## config.mk

```make
export PLATFORM = sky130hd
export DESIGN_NAME = mem_port_arbiter
export DESIGN_NICKNAME = d
export VERILOG_FILES = /design/src/rtl/mem_port_arbiter.sv
export SDC_FILE = /design/constraint.sdc
export NUM_CORES = 1
export LEC_CHECK = 0
export ABC_AREA = 1
export BUFFER_PORTS_ARGS = -buffer_cell sky130_fd_sc_hd__buf_2
export CORE_ASPECT_RATIO = 1.2
export CORE_MARGIN = 8
export CORE_UTILIZATION = 50
export DETAILED_ROUTE_END_ITERATION = 7
export GPL_ROUTABILITY_DRIVEN = 0
export PLACE_DENSITY = 0.95
export SLEW_MARGIN = 5
export SYNTH_ARGS = -nofsm -noshare
export SYNTH_HDL_FRONTEND = slang
export SYNTH_SLANG_ARGS = --single-unit
```

## constraint.sdc

```tcl
create_clock -name clock -period 2.32 [get_ports clock]
set_input_delay 0.464 -clock clock [delete_from_list [all_inputs] [get_ports clock]]
set_output_delay 0.464 -clock clock [all_outputs]
set_load 0.005 [all_outputs]
```

## src/rtl/mem_port_arbiter.sv

```systemverilog
// mem_port_arbiter: shares one single-port 32-bit RAM between the fetch
// stage (read-only) and the memory stage (read/write).
// FSM: IDLE -> ACCESS (RAM req/ack handshake) -> RESP (one-cycle ack).
// Optional feature: define MEM_ARB_ROUND_ROBIN_EN for round-robin
// arbitration on ties. Without it, the data port has fixed priority.
// All outputs are registered. There is no combinational path from any
// input to any output.

module mem_port_arbiter #(
  parameter int ADDR_W = 10
) (
  input  logic              clock,
  input  logic              reset,
  input  logic              if_req,
  input  logic [ADDR_W-1:0] if_addr,
  output logic              if_ack,
  output logic [31:0]       if_rdata,
  input  logic              dm_req,
  input  logic              dm_we,
  input  logic [ADDR_W-1:0] dm_addr,
  input  logic [31:0]       dm_wdata,
  input  logic [3:0]        dm_be,
  output logic              dm_ack,
  output logic [31:0]       dm_rdata,
  output logic              ram_req,
  output logic              ram_we,
  output logic [ADDR_W-1:0] ram_addr,
  output logic [31:0]       ram_wdata,
  output logic [3:0]        ram_be,
  input  logic              ram_ack,
  input  logic [31:0]       ram_rdata,
  output logic              grant,
  output logic              busy
);

  typedef enum logic [1:0] {
    ST_IDLE   = 2'b00,
    ST_ACCESS = 2'b01,
    ST_RESP   = 2'b10
  } state_t;

  state_t state_r;
  logic   any_req_s;
  logic   pick_dm_s;

  // Winner selection for the next grant. The grant register holds the most
  // recent owner after each access, so it also serves as the round-robin
  // pointer (reset value 0 = "fetch").
  always_comb begin
    any_req_s = if_req | dm_req;
    pick_dm_s = 1'b0;
    if (if_req && dm_req) begin
`ifdef MEM_ARB_ROUND_ROBIN_EN
      pick_dm_s = ~grant;
`else
      pick_dm_s = 1'b1;
`endif
    end else if (dm_req) begin
      pick_dm_s = 1'b1;
    end else begin
      pick_dm_s = 1'b0;
    end
  end

  // Arbitration FSM with all RAM-side and requester-side outputs registered.
  always_ff @(posedge clock) begin
    if (reset) begin
      state_r   <= ST_IDLE;
      ram_req   <= 1'b0;
      ram_we    <= 1'b0;
      ram_addr  <= {ADDR_W{1'b0}};
      ram_wdata <= 32'h0000_0000;
      ram_be    <= 4'b0000;
      if_ack    <= 1'b0;
      dm_ack    <= 1'b0;
      if_rdata  <= 32'h0000_0000;
      dm_rdata  <= 32'h0000_0000;
      grant     <= 1'b0;
      busy      <= 1'b0;
    end else begin
      case (state_r)
        ST_IDLE: begin
          if_ack <= 1'b0;
          dm_ack <= 1'b0;
          if (any_req_s) begin
            grant   <= pick_dm_s;
            busy    <= 1'b1;
            ram_req <= 1'b1;
            state_r <= ST_ACCESS;
            if (pick_dm_s) begin
              ram_addr  <= dm_addr;
              ram_we    <= dm_we;
              ram_wdata <= dm_wdata;
              // Reads must never present byte enables to the RAM.
              ram_be    <= dm_we ? dm_be : 4'b0000;
            end else begin
              ram_addr  <= if_addr;
              ram_we    <= 1'b0;
              ram_wdata <= 32'h0000_0000;
              ram_be    <= 4'b0000;
            end
          end else begin
            state_r <= ST_IDLE;
          end
        end
        ST_ACCESS: begin
          // RAM-side outputs stay frozen until the RAM completes.
          if (ram_ack) begin
            ram_req <= 1'b0;
            ram_we  <= 1'b0;
            state_r <= ST_RESP;
            if (grant) begin
              dm_ack <= 1'b1;
              if (!ram_we) begin
                dm_rdata <= ram_rdata;
              end else begin
                dm_rdata <= dm_rdata;
              end
            end else begin
              if_ack   <= 1'b1;
              if_rdata <= ram_rdata;
            end
          end else begin
            state_r <= ST_ACCESS;
          end
        end
        ST_RESP: begin
          // Requests seen here are stale (owner) or deferred (other port).
          if_ack  <= 1'b0;
          dm_ack  <= 1'b0;
          busy    <= 1'b0;
          state_r <= ST_IDLE;
        end
        default: begin
          state_r <= ST_IDLE;
          ram_req <= 1'b0;
          ram_we  <= 1'b0;
          if_ack  <= 1'b0;
          dm_ack  <= 1'b0;
          busy    <= 1'b0;
        end
      endcase
    end
  end

endmodule
```

==> results of run 1 <==
-- critical path: cells and delay by family (launching register included) --
kind,cells,cell delay [ns]
buf+inv,2,0.53
flops,1,0.39
simple gates,4,0.68
-- per-stage QoR --
stage / power [mW] / setup slack [ns] / cells / hold slack [ns] / area, µm²
detailed placement: 3.00 / 0.612 / 861 / 0.452 / 5580
finish: 5.40 / 0.627 / 893 / 0.227 / 6150
floorplan: 2.71 / 1.04 / 561 / 0.455 / 4530
global route: 5.65 / 0.457 / 893 / 0.203 / 6150
global placement: 2.97 / 0.683 / 861 / 0.447 / 5580
CTS: 5.46 / 0.626 / 893 / 0.198 / 6150
-- power breakdown --
part | internal (mW) | total (mW) | switching, mW
Sequential | 2.16 | 2.24 | 0.0779
Combinational | 0.282 | 0.711 | 0.429
Clock | 1.54 | 2.45 | 0.919
-- final timing paths --
kind,end,slack [ns],cells past startpoint
worst max-delay path,if_rdata[1],0.63,6
worst min-delay path,ram_wdata[9],0.23,3
worst max register to register,if_rdata[1],0.63,6
worst min register to register,dm_rdata[13],0.46,2
-- cells in the final DEF (no fill, tap or decap), drive strengths merged --
cell / count
clkinvlp: 3
clkbuf: 18
nor2: 99
nand3: 39
nand2: 143
a21oi: 67
clkinv: 6
dfxtp: 118
bufinv: 2
inv: 13
o21ai: 47
buf: 218
-- final cells by class --
class                           count  area share
Clock buffer                       18      0.0679
Multi-Input combinational cell    395       0.309
Inverter                           10     0.00691
Timing Repair Buffer              218       0.183
Tap cell                          120      0.0244
Clock inverter                     14      0.0244
Sequential cell                   118       0.384
-- layer usage --
| metal | routed length (µm) | share of wire | GRT usage |
|---|---|---|---|
| met1 | 5050 | 0.38 | 0.240 |
| met2 | 6720 | 0.51 | 0.365 |
| met3 | 1350 | 0.10 | 0.0615 |
| met4 | 150 | 0.011 | 0.0734 |
| met5 | 0 | 0 | 0 |
-- state kept, by name, summed over array words and instances, names as in the netlist, 2 cells and up --
name and flops:
dm_rdata 32, if_rdata 32, state_r 2, ram_be 4
ram_addr 10, ram_wdata 32
-- logic make-up (layout without fill, tap and decap cells) --
kind of cell	count (synthesis)	in the layout
simple gates	281	281
flops	118	118
compound gates	114	114
buf+inv	48	260
==> flow_summary.toml, run 1 <==
[flow_run]
maxCapViolCount = 0

[timing]
clock_skew_ns = 0.00951
rsz0062_at_grt = "false"
tns_ns = 0
setup-violations-final = 0
worst_pin_slew_ns = 0.816
fmax_mhz = 591
max-slew-margin-rel = 0.456
post-route-period-util = 0.730
slew_viol_final = 0
period_minus_slack_ns = 1.69
hold_viol = 0

[setup_path]
required_ns = 2.73
rr_startpoint = "state_r[0]"
cp-start-kind = "flop"
critPathKind = "reg2reg"
slowest_delay_ns = 0.43
critPathSlowestCell = "inv_2"
arrival_ns = 2.10
crit_chain = "inv_1 -> nor2_4 -> nand2_2 -> inv_2 -> nor2_1 -> nor2_1"
cp_common_cell = "nor2_1"
crit_path_start = "state_r[0]"
cp-end-kind = "flop"
crit_fanout = 32

[finish]
drive_gt1_frac = 0.397
regArea_mm2 = 0.00236
multi_input_area_mm2 = 0.00190
fill_cells = 740
n_antenna_cell = 0
synthToLayoutAreaGrowth_pct = 35.8
final_util = 0.688
nets = 854

[placement]
dp_hpwl_um = 9700
portBuffers = 209

[floorplanning]
initial_core_util = 0.507
die_w_um = 103
dieHeight_um = 120
coreArea_mm2 = 0.00894
io_pins = 210
dieArea_mm2 = 0.0124
rows = 38

[synthesis]
synthCells = 561
yosys_register_bits = 118
synth.top_cell.area_share = 0.522
synthTopCellsByArea = "dfxtp_1, nand2_1, nor2_1"
yosysTopAreaCell = "dfxtp_1"
synth_edf_count = 0
synth.distinct_cells = 22
synthAdderAreaFrac = 0
synth_area_mm2 = 0.00453
synth_top_family_by_area = "simple AND/OR/NAND/NOR gates"
ys.flop_type = "dfxtp_1"
synth_xor_area_frac = 0
async_reset_ff_frac = 0
yosysSeqAreaShare = 0.522
synth_nets = 655
yosys_warnings = 0
muxShareOfSynthArea = 0
synth.avg_cell_area_um2 = 8.07
yosys.area_share.simple = 0.280
synth_compound_area_frac = 0.140
synth.most_common_cell = "nand2_1"
synth_common_cells = "nand2_1, dfxtp_1, nor2_1"

[detailed_routing]
dr.pass1.iters = 5
routedWlPerCell_um = 14.9
drc = 0
ant_nets = 0
vias = 4441
first_iter_violations = 255
totalWireLength_um = 13300
drt-vias-per-instance = 4.97

[clock_tree]
htreeDepth = 4
cts_buffers = 17
clkLatencyLatePin_ns = 0.49
clk_pin_slew_worst_paths_ns = 0.06
post-cts-setup-buffer-count = 0
ctsHoldBuffers = 0
cts_resized = 0
cts_tree = "done"
cts_root_buf = "clkbuf_8"
cts_buffer_depth = 2
clock_sinks = 118

[global_route]
grt_overflow = 0
grt_pass1_wl_um = 20900
grt_usage = 0.211
grt_max_degree = 67
antenna_found_initial = 0
grt_pass1_vias = 4387

[power_and_ir_drop]
power_leakage_nw = 2.92
ir_worst_vdd_v = 0.000509
p_per_area_mw_per_mm2 = 878

[run_status]
status = "finished clean"

[min_path]
holdCritStartpoint = "dm_wdata[9]"
hold_class = "in2reg"
Note: power is estimated with default switching activity, not from simulation.
==> inputs of run 2 (changes only) <==
CORE_UTILIZATION = 46   (was 50)
PLACE_DENSITY = 0.89   (was 0.95)
clock period = 1.6 ns   (was 2.32 ns; I/O delays follow)
==> flow_summary.toml, run 2 (synthesized netlist as in run 1, its figures left out) <==
[detailed_routing]
drc = 0
routedWlPerCell_um = 15.0
first_iter_violations = 242
top_layer_used = "met4"
dr.pass1.iters = 5
wl_met2_um = 6770
drt-vias-per-instance = 4.94
ant_nets = 0
totalWireLength_um = 13500
vias = 4459
wl_met3_um = 1560
wl_met1_um = 5090

[floorplanning]
die_w_um = 107
initial_core_util = 0.474
dieArea_mm2 = 0.0133
io_pins = 210
coreArea_mm2 = 0.00956
dieHeight_um = 125
rows = 39

[clock_tree]
cts_buffer_depth = 2
ctsHoldBuffers = 0
cts_buffers = 17
cts_root_buf = "clkbuf_16"
cts_tree = "done"
post-cts-setup-buffer-count = 0
cts_resized = 0
clk_pin_slew_worst_paths_ns = 0.06
clock_sinks = 118
clkLatencyLatePin_ns = 0.40
htreeDepth = 4

[global_route]
antenna_found_initial = 0
grt_pass1_vias = 4379
grt_pass1_wl_um = 21600
grt_usage = 0.201
grt_max_degree = 67
grt_overflow = 0

[timing]
slew_viol_final = 0
post-route-period-util = 0.905
max-slew-margin-rel = 0.775
setup-violations-final = 0
rsz0062_at_grt = "false"
period_minus_slack_ns = 1.45
worst_pin_slew_ns = 0.338
fmax_mhz = 691
hold_viol = 0
tns_ns = 0
clock_skew_ns = 0.0111

[power_and_ir_drop]
p_int_mw = 6.22
power_leakage_nw = 3.01
p_clk_frac = 0.473
seqPwrFrac = 0.395
switching_share = 0.243
switching_power_mw = 1.99
p_per_area_mw_per_mm2 = 1300
ir_worst_vdd_v = 0.000743
pwr-share-comb = 0.132

[run_status]
status = "finished clean"

[flow_run]
maxCapViolCount = 0

[finish]
drive_gt1_frac = 0.399
nets = 861
synthToLayoutAreaGrowth_pct = 39.3
final_cell_mix = "buf_2, nand2_1, dfxtp_1"
reg_top3 = "dm_rdata: 32 flops, if_rdata: 32 flops, ram_wdata: 32 flops"
n_antenna_cell = 0
fill_cells = 851
multi_input_area_mm2 = 0.00190
layout_commonest_cell = "buf_2"
regArea_mm2 = 0.00236
finalInstanceArea_mm2 = 0.00631

[setup_path]
crit_fanout = 18
reg2reg_slack_ns = 0.15
crit_chain = "nor2_2 -> inv_4 -> nor2_4 -> inv_4 -> buf_12 -> nor2_2 -> nor2_1"
cp-end-kind = "flop"
critPathSlowestCell = "dfxtp_1"
cp-start-kind = "flop"
slowest_delay_ns = 0.36
critPathKind = "reg2reg"
arrival_ns = 1.74
required_ns = 1.89

[min_path]
hold_class = "in2reg"

[placement]
portBuffers = 209
dp_hpwl_um = 10000
postPlaceCellArea_mm2 = 0.00570
run 2: cell types whose count changed in the layout (fill, tap and decap cells not counted), sizes merged:
| cell | delta |
|---|---|
| buf | +7 |
| clkbuf | +4 |
| inv | -3 |
| bufinv | +2 |
| clkinvlp | -2 |
| clkinv | -1 |
run 2: routing by layer:
metal | vias to the layer above | GRT usage
met1 | 2009 | 0.214
met5 | - | 0
met4 | 0 | 0.0697
met3 | 12 | 0.0927
met2 | 211 | 0.338
li1 | 2227 | -
run 2: area by class of cell:
cell class,count,area share
Sequential cell,118,0.374
Multi-Input combinational cell,395,0.302
Timing Repair Buffer,225,0.197
Clock buffer,22,0.0720
Tap cell,123,0.0244
Clock inverter,10,0.0242
Inverter,10,0.00674
run 2: worst paths after layout:
kind	start	end	cells past startpoint
min	dm_wdata[5]	ram_wdata[5]	3
min reg2reg	dm_rdata[3]	dm_rdata[3]	2
max reg2reg	state_r[1]	ram_addr[5]	7
max	state_r[1]	ram_addr[5]	7
run 2: critical path, delay by kind of cell (launching register included):
kind / cells / cell delay, ns
buffers and inverters: 3 / 0.42
AND/OR/NAND/NOR: 4 / 0.56
flip-flops: 1 / 0.36
run 2: per-stage QoR:
stage	total power, mW	hold slack, ns	util	setup slack, ns	instances
after floorplan	3.92	0.433	-	0.362	561
after detailed placement	4.40	0.453	0.596	0.147	871
after global placement	4.37	0.445	0.596	0.193	871
after CTS	8.28	0.154	0.660	0.128	903
final	8.21	0.168	0.660	0.152	903
after global routing	8.57	0.163	0.660	0.00876	903
run 2: power groups by stage:
stage | Sequential (mW) | Combinational (mW) | Clock [mW]
detailed placement | 3.30 | 1.10 | 0
CTS | 3.25 | 1.10 | 3.93
finish | 3.24 | 1.08 | 3.88
floorplan | 3.32 | 0.608 | 0
global route | 3.27 | 1.21 | 4.09
global placement | 3.29 | 1.07 | 0
